$ cat config.mk
export PLATFORM = sky130hd
export DESIGN_NAME = dds_phase_gen
export DESIGN_NICKNAME = d
export VERILOG_FILES = /design/src/rtl/dds_pkg.sv /design/src/rtl/dds_phase_channel.sv /design/src/rtl/dds_phase_gen.sv
export SDC_FILE = /design/constraint.sdc
export NUM_CORES = 1
export LEC_CHECK = 0
export CAP_MARGIN = 10
export CORE_UTILIZATION = 50
export CTS_BUF_LIST = sky130_fd_sc_hd__clkbuf_8
export CTS_CLUSTER_DIAMETER = 120
export DETAILED_ROUTE_END_ITERATION = 10
export PLACE_DENSITY = 0.72
export SLEW_MARGIN = 20
export SYNTH_ARGS = -nofsm -noshare
export SYNTH_HDL_FRONTEND = slang
export SYNTH_SLANG_ARGS = --single-unit
$ cat constraint.sdc
create_clock -name clk -period 3 [get_ports clk]
set_input_delay 0.45 -clock clk [delete_from_list [all_inputs] [get_ports clk]]
set_output_delay 0.45 -clock clk [all_outputs]
set_load 0.1 [all_outputs]
$ cat src/rtl/dds_pkg.sv
// Shared types and helpers for the multi-channel DDS phase generator.
package dds_pkg;

    typedef enum logic {
        CFG_FREQ = 1'b0,
        CFG_OFFS = 1'b1
    } cfg_sel_e;

    typedef enum logic {
        IDLE    = 1'b0,
        PENDING = 1'b1
    } commit_state_e;

    // Channel index width, never narrower than one bit.
    function automatic int ch_w(input int channels);
        return (channels > 1) ? $clog2(channels) : 1;
    endfunction

endpackage

$ cat src/rtl/dds_phase_channel.sv
// One DDS channel: shadow/active tuning registers, phase accumulator and
// the registered offset-phase output stage.
module dds_phase_channel #(
    parameter int PHASE_W = 32,
    parameter int FREQ_W  = 32,
    parameter int OUT_W   = 12
) (
    input  logic               clk,
    input  logic               res_n,
    input  logic               en,
    input  logic               clr,
    input  logic               wr_freq,
    input  logic               wr_offs,
    input  logic [PHASE_W-1:0] wr_data,
    input  logic               apply,
    output logic [OUT_W-1:0]   phase,
    output logic               wrap
);

    logic [FREQ_W-1:0]  freq_shd_reg;
    logic [FREQ_W-1:0]  freq_act_reg;
    logic [PHASE_W-1:0] offs_shd_reg;
    logic [PHASE_W-1:0] offs_act_reg;
    logic [PHASE_W-1:0] acc_reg;
    logic               carry_reg;
    logic [OUT_W-1:0]   phase_reg;
    logic               wrap_reg;

    logic [PHASE_W:0]   sum_next;
    logic [PHASE_W-1:0] offs_sum;

    // Extra top bit of the sum is the accumulator carry-out.
    assign sum_next = {1'b0, acc_reg} + (PHASE_W+1)'(freq_act_reg);
    assign offs_sum = acc_reg + offs_act_reg;

    always_ff @(posedge clk or negedge res_n) begin
        if (!res_n) begin
            freq_shd_reg <= '0;
            offs_shd_reg <= '0;
            freq_act_reg <= '0;
            offs_act_reg <= '0;
        end else begin
            if (wr_freq) freq_shd_reg <= wr_data[FREQ_W-1:0];
            if (wr_offs) offs_shd_reg <= wr_data;
            if (apply) begin
                freq_act_reg <= freq_shd_reg;
                offs_act_reg <= offs_shd_reg;
            end
        end
    end

    always_ff @(posedge clk or negedge res_n) begin
        if (!res_n) begin
            acc_reg   <= '0;
            carry_reg <= 1'b0;
        end else if (clr) begin
            acc_reg   <= '0;
            carry_reg <= 1'b0;
        end else if (en) begin
            acc_reg   <= sum_next[PHASE_W-1:0];
            carry_reg <= sum_next[PHASE_W];
        end else begin
            carry_reg <= 1'b0;
        end
    end

    always_ff @(posedge clk or negedge res_n) begin
        if (!res_n) begin
            phase_reg <= '0;
            wrap_reg  <= 1'b0;
        end else begin
            phase_reg <= offs_sum[PHASE_W-1 -: OUT_W];
            wrap_reg  <= carry_reg;
        end
    end

    assign phase = phase_reg;
    assign wrap  = wrap_reg;

endmodule

$ cat src/rtl/dds_phase_gen.sv
// Multi-channel DDS phase generator: config decode, commit FSM for
// phase-coherent retuning, enable pipeline and per-channel instances.
module dds_phase_gen
    import dds_pkg::*;
#(
    parameter  int CHANNELS = 4,
    parameter  int PHASE_W  = 32,
    parameter  int FREQ_W   = 32,
    parameter  int OUT_W    = 12,
    localparam int CH_W     = ch_w(CHANNELS)
) (
    input  logic                      clk,
    input  logic                      res_n,
    input  logic                      en,
    input  logic                      cfg_valid,
    output logic                      cfg_ready,
    input  logic [CH_W-1:0]           cfg_ch,
    input  logic                      cfg_sel,
    input  logic [PHASE_W-1:0]        cfg_data,
    input  logic                      commit,
    input  logic [CHANNELS-1:0]       phase_clr,
    output logic [CHANNELS*OUT_W-1:0] phase_out,
    output logic [CHANNELS-1:0]       wrap,
    output logic                      out_valid
);

    commit_state_e state_reg;
    logic          en_d1_reg;
    logic          out_valid_reg;
    logic          wr_accept;
    logic          apply;
    cfg_sel_e      sel;

    // Shadows are copied into the active set on the first enabled sample
    // after a commit, so all channels retune on the same sample.
    always_ff @(posedge clk or negedge res_n) begin
        if (!res_n) begin
            state_reg <= IDLE;
        end else begin
            case (state_reg)
                IDLE:    if (commit) state_reg <= PENDING;
                PENDING: if (en)     state_reg <= IDLE;
                default:             state_reg <= IDLE;
            endcase
        end
    end

    assign cfg_ready = (state_reg == IDLE);
    assign apply     = (state_reg == PENDING) && en;
    assign wr_accept = cfg_valid && cfg_ready;
    assign sel       = cfg_sel_e'(cfg_sel);

    always_ff @(posedge clk or negedge res_n) begin
        if (!res_n) begin
            en_d1_reg     <= 1'b0;
            out_valid_reg <= 1'b0;
        end else begin
            en_d1_reg     <= en;
            out_valid_reg <= en_d1_reg;
        end
    end

    assign out_valid = out_valid_reg;

    // Out-of-range channel indices match no instance, so such writes vanish.
    for (genvar gi = 0; gi < CHANNELS; gi++) begin : g_ch
        logic hit;
        assign hit = wr_accept && (cfg_ch == CH_W'(gi));

        dds_phase_channel #(
            .PHASE_W (PHASE_W),
            .FREQ_W  (FREQ_W),
            .OUT_W   (OUT_W)
        ) u_ch (
            .clk     (clk),
            .res_n   (res_n),
            .en      (en),
            .clr     (phase_clr[gi]),
            .wr_freq (hit && (sel == CFG_FREQ)),
            .wr_offs (hit && (sel == CFG_OFFS)),
            .wr_data (cfg_data),
            .apply   (apply),
            .phase   (phase_out[gi*OUT_W +: OUT_W]),
            .wrap    (wrap[gi])
        );
    end

endmodule

# ---- Yosys cells after proc, flatten, opt, wreduce, memory -nomap -nowiden
# Index checks and enable logic that the tools add are counted.
# Widths: inputs -> output; s select.
dict set report word_totals {
  word_cells 86
  reg_bits 699
  input_bits 44
  out_inout_bits 54
}
dict set report classes {
  n_eq_ne 3
  mux 19
  reduce_logical 19
  n_addsub 8
  bitwise_logic 2
}
# op count
set ops {}
lappend ops {{$mux 32} 8}
lappend ops {{$add 32x32->33} 4}
lappend ops {{$add 32x32->32} 4}
lappend ops {{$logic_and 1x1->1} 14}
lappend ops {{$mux 1} 10}
lappend ops {{$reduce_bool 2->1} 4}
lappend ops {{$eq 2x2->1 const B} 2}
lappend ops {{$eq 2x1->1 const B} 1}
lappend ops {{$logic_not 2->1} 1}
lappend ops {{$not 1->1} 2}
lappend ops {{$pmux 1 s2} 1}

# ---- Depth between registers and ports, before layout
dict set report depth {
  word_depth 4
  depth_mapped 14
  depth_no_buf 14
}

# ---- Modules after synthesis
# A second synthesis with hierarchy kept.
dict set report unflattened {
  cells_unflattened 3002
  area_unflattened_um2 35891.9
}
# mod seq_area_each_um2 cells_per_inst instances area_per_inst_um2
set by_module_without_submodules {}
lappend by_module_without_submodules {{dds_phase_channel (g_ch[0].u_ch ...)} 4354.2 734 2 8986.1}
lappend by_module_without_submodules {{dds_phase_channel (g_ch[2].u_ch ...)} 4354.2 757 2 8874.8}
lappend by_module_without_submodules {dds_phase_gen 75.1 20 1 170.2}

# ---- Worst setup path before layout
# OpenSTA, ideal clock, no wires.
dict set report synth_path {
  path_type {register to register}
  startpoint {register g_ch[0].u_ch.acc_reg[0]}
  endpoint {register g_ch[0].u_ch.acc_reg[30]}
  arrival_ns 2.771
  stages_incl_launch_ff 14
  synth_period_minus_slack_ns 2.897
  t_required_ns 2.874
  path_slack_ns 0.103
  path_buffers 0
  setup_time_ns 0.126
  path_cell_list {dfrtp_1 -> ha_1 -> inv_1 -> fa_1 -> nor2b_1 -> o31ai_1 -> a211o_1 -> a211o_1 -> a21boi_1 -> o2111a_1 -> a31o_1 -> a21oi_1 -> o21a_1 -> a221o_1}
}
dict set report synth_via {
  elab_chain_cells 3
}
# item line
set synth_lines {}
lappend synth_lines {{from (decl)} dds_phase_channel.sv:24} ;# logic [PHASE_W-1:0] acc_reg;
lappend synth_lines {{from (signal assigned)} dds_phase_channel.sv:60} ;# acc_reg <= sum_next[PHASE_W-1:0];
lappend synth_lines {{$add 32x32->33} dds_phase_channel.sv:33} ;# assign sum_next = {1'b0, acc_reg} + (PHASE_W+1)'(freq_act_reg);
lappend synth_lines {{$mux 32} dds_phase_channel.sv:59} ;# end else if (en) begin
lappend synth_lines {{$mux 32} dds_phase_channel.sv:56} ;# end else if (clr) begin
# No other way between the ends. The select of a mux whose other input is x is not followed.
# A chain may end at the register's enable or synchronous reset.

# ---- Worst setup path after layout
# Same ends and word-level chain as after synthesis.

==> flow_metrics.tcl <==
set metrics [dict create \
    status "complete, but fails checks" \
    violations "negative setup slack" \
    max-cap-violations 0 \
    htree_levels 3 \
    intPower_uw 27000 \
    synth_top_area_frac 0.498 \
    rr_worst_depth 13 \
    combPwrFrac 0.470 \
    yosysUniqueCellTypes 78 \
    die_w_um 267 \
    maxSlewViolCount 0 \
    cp-start-kind "register" \
    crit_top_cell "a211o_1" \
    viasPerCell 5.63 \
    routed_wl_um 80700 \
    crit_path_cell_trace "ha_4, inv_2, fa_2, nor2b_4, o31ai_2, a211o_1, a211o_1, a21boi_2, o2111a_2, a31o_1, a21oi_2, o21a_1, a221o_1" \
    switching_share 0.389 \
    worstPathRequired_ps 3590 \
    ir_drop_mv 0.710 \
    cpPeakStageDelay_ps 390 \
    first_global_vias 24900 \
    rsz0062_at_grt "true" \
    period_share 1.02 \
    yosys_register_bits 699 \
    hold_viol_final 0 \
    r2r-end "g_ch[0].u_ch.acc_reg[30]$_DFFE_PN0P_" \
    syn_area_um2 35100 \
    critical_path_arrival_ps 3670 \
    p_leak_uw 0.0204 \
    ioPinCount 98 \
    whs_ps 207 \
    root_buffer "clkbuf_8" \
    rrSetupSlack_ps -70 \
    slew-limit-headroom 0.346 \
    finalSetupViolations 11 \
    grt_pass1_wl_um 130000 \
    cts_buffers 111 \
    pwr-share-clk 0.191 \
    synth_area_per_cell_um2 12.2 \
    cts_buffer_depth 3 \
    synthArstFlopShare 1.00 \
    synth_seq_area_share 0.498 \
    path_clk_slew_ps 70 \
    portBuffers 97 \
    n_fill_cell 5305 \
    syn_to_final_growth_pct 20.2 \
    hold_path_class "in2async" \
    yosysWarningCount 0 \
    cts_tree "done" \
    vias 23900 \
    die_area_um2 71300 \
    clock_sinks 699 \
    utilization 0.611 \
    startpoint "g_ch[0].u_ch.acc_reg[0]$_DFFE_PN0P_" \
    core-area_um2 69100 \
    synth_fp_nets 3175 \
    drcViolationCount 0 \
    tightest_slew_ps 978 \
    grt_max_degree 141 \
    nNetsFinal 3525 \
    gp_congestion 0.953 \
    yosysTopAreaCell "dfrtp_1" \
    start_util 0.509 \
    drive_gt1_frac 0.351 \
    die_h_um 267 \
    post_drt_wl_per_cell_um 19.0 \
    ys_top_cells_by_area "dfrtp_1 (50%), mux2_2 (16%), ha_1 (8.8%)" \
    fin_skew_ps 38.4 \
    dr.pass1.iters 7 \
    placementRows 96 \
    endpoint_kind "register" \
    seqPwrFrac 0.339 \
    power_switching_uw 17200 \
    syn_inst 2879 \
    synth_edf_count 0 \
    fin_crit_ps 3070 \
    ys.flop_type "dfrtp_1" \
    power_density_nw_per_um2 1050 \
    r2r-start "g_ch[0].u_ch.acc_reg[0]$_DFFE_PN0P_" \
    antenna_found_initial 1 \
    grt_overflow 0 \
    crit_fanout 2 \
    fmax_ghz 0.326 \
    clkLatencyLatePin_ps 720 \
    slowest_stage "dfrtp_1" \
    critPathKind "reg2reg" \
    track_usage 0.229 \
    drt.antenna.violating_nets 0 \
    worst_slack_ps -71.9 \
    drt_iter0_drc 1262 \
    post-dp-hpwl_um 55100 \
]
## critical path, delay by kind of cell, from the launching register on
family          cells  cell delay [ps]
compound gates      9             1870
flops               1              390
simple gates        1              130
buf+inv             1               40
fa+ha+maj           2              520
## worst max path at each step
| stage | depth (start not counted) | slack [ps] | to |
|---|---|---|---|
| 3_3_place_gp | 17 | -190 | g_ch[2].u_ch.acc_reg[30]$_DFFE_PN0P_ |
| 3_5_place_dp | 17 | -330 | g_ch[2].u_ch.acc_reg[30]$_DFFE_PN0P_ |
| 2_1_floorplan | 13 | 100 | g_ch[0].u_ch.acc_reg[30]$_DFFE_PN0P_ |
| 6_report | 13 | -70 | g_ch[0].u_ch.acc_reg[30]$_DFFE_PN0P_ |
| 5_1_grt | 14 | -260 | g_ch[3].u_ch.carry_reg$_DFF_PN0_ |
| 4_1_cts | 17 | -180 | g_ch[2].u_ch.acc_reg[30]$_DFFE_PN0P_ |
## power groups by stage
stage / combinational (uW) / sequential [uW] / clock (uW)
floorplan: 12100 / 16700 / 0
global placement: 18200 / 14900 / 0
detailed placement: 18900 / 15100 / 0
CTS: 19600 / 15000 / 8690
global route: 22700 / 15400 / 9120
finish: 20800 / 15000 / 8450
## final cells by class
| type | count | area, um2 | share of cell area |
|---|---|---|---|
| Antenna cell | 1 | 2.50 | 0.0000593 |
| Clock inverter | 58 | 414 | 0.00981 |
| Timing Repair Buffer | 335 | 2920 | 0.0691 |
| Clock buffer | 141 | 1940 | 0.0460 |
| Multi-Input combinational cell | 2038 | 18100 | 0.429 |
| Inverter | 44 | 165 | 0.00391 |
| Sequential cell | 699 | 17500 | 0.414 |
| Tap cell | 931 | 1160 | 0.0276 |
## cells in the mapped netlist (all sizes together) (4+ instances only)
cell	number
o21ai	91
ha	248
nand4	19
or2	6
a31o	10
fa	4
nand2	80
o31a	8
o221ai	4
nor2	224
a211oi	42
a21oi	155
inv	44
a221oi	4
a221o	8
o31ai	13
mux2i	72
a31oi	13
nand3	31
clkbuf	72
a22o	16
nor2b	30
o41ai	4
o21bai	11
nor3b	7
mux2	514
a211o	8
xnor2	79
and2	15
and4	10
buf	26
o21a	33
dfrtp	699
and3	27
nor3	38
xor2	52
a21o	96
nand2b	14
o211ai	8
o22ai	5
## cells in the final DEF, fill, tap and decap left out, types with 61 or more instances in the layout
cell type	Yosys	layout
a21o_1	96	96
a21oi_1	151	120
buf_4	4	252
clkbuf_8	0	141
dfrtp_1	699	698
ha_1	248	220
inv_1	44	68
mux2_2	514	514
mux2i_1	72	72
nand2_1	80	79
nor2_1	224	215
o21ai_0	68	61
xnor2_1	79	78
## routing by layer
layer	wire, um	GRT usage	vias to the layer above
li1	-	-	11200
met4	1920	0.0778	0
met5	0	0	-
met1	35000	0.297	12100
met2	40600	0.392	469
met3	3140	0.0313	135
## per-stage QoR
stage,std cells,TNS [ps],setup slack (ps),instance area [um2],power (uW)
final,4247,-424,-71.9,42200,44200
after global routing,4247,-3770,-258,42200,47200
after CTS,4222,-768,-180,41300,43300
after detailed placement,3982,-5210,-326,38300,34000
after global placement,3982,-2200,-187,38300,33200
after floorplan,2879,0,103,35100,28800
## kinds of logic (layout without fill, tap and decap cells)
kind of cell / count (synthesis) / after routing / share of synthesized area
adder cells (fa/ha/maj): 252 / 252 / 0.0906
AND/OR/NAND/NOR: 510 / 510 / 0.0678
buffers and inverters: 142 / 578 / 0.0165
flip-flops: 699 / 699 / 0.498
AO/OA/AOI/OAI: 559 / 559 / 0.109
multiplexers: 586 / 586 / 0.185
other: 0 / 1 / 0
XOR/XNOR: 131 / 131 / 0.0327
## timing repair
item / in CTS / in global routing
setup endpoints to repair: 47 / 65
buffers inserted: 41 / 34
endpoints found under the hold margin: 262 / 0
gates resized for setup: 80 / 136
hold buffers: 2 / 0
pin swaps: 62 / 156
(Power assumes the default switching activity.)
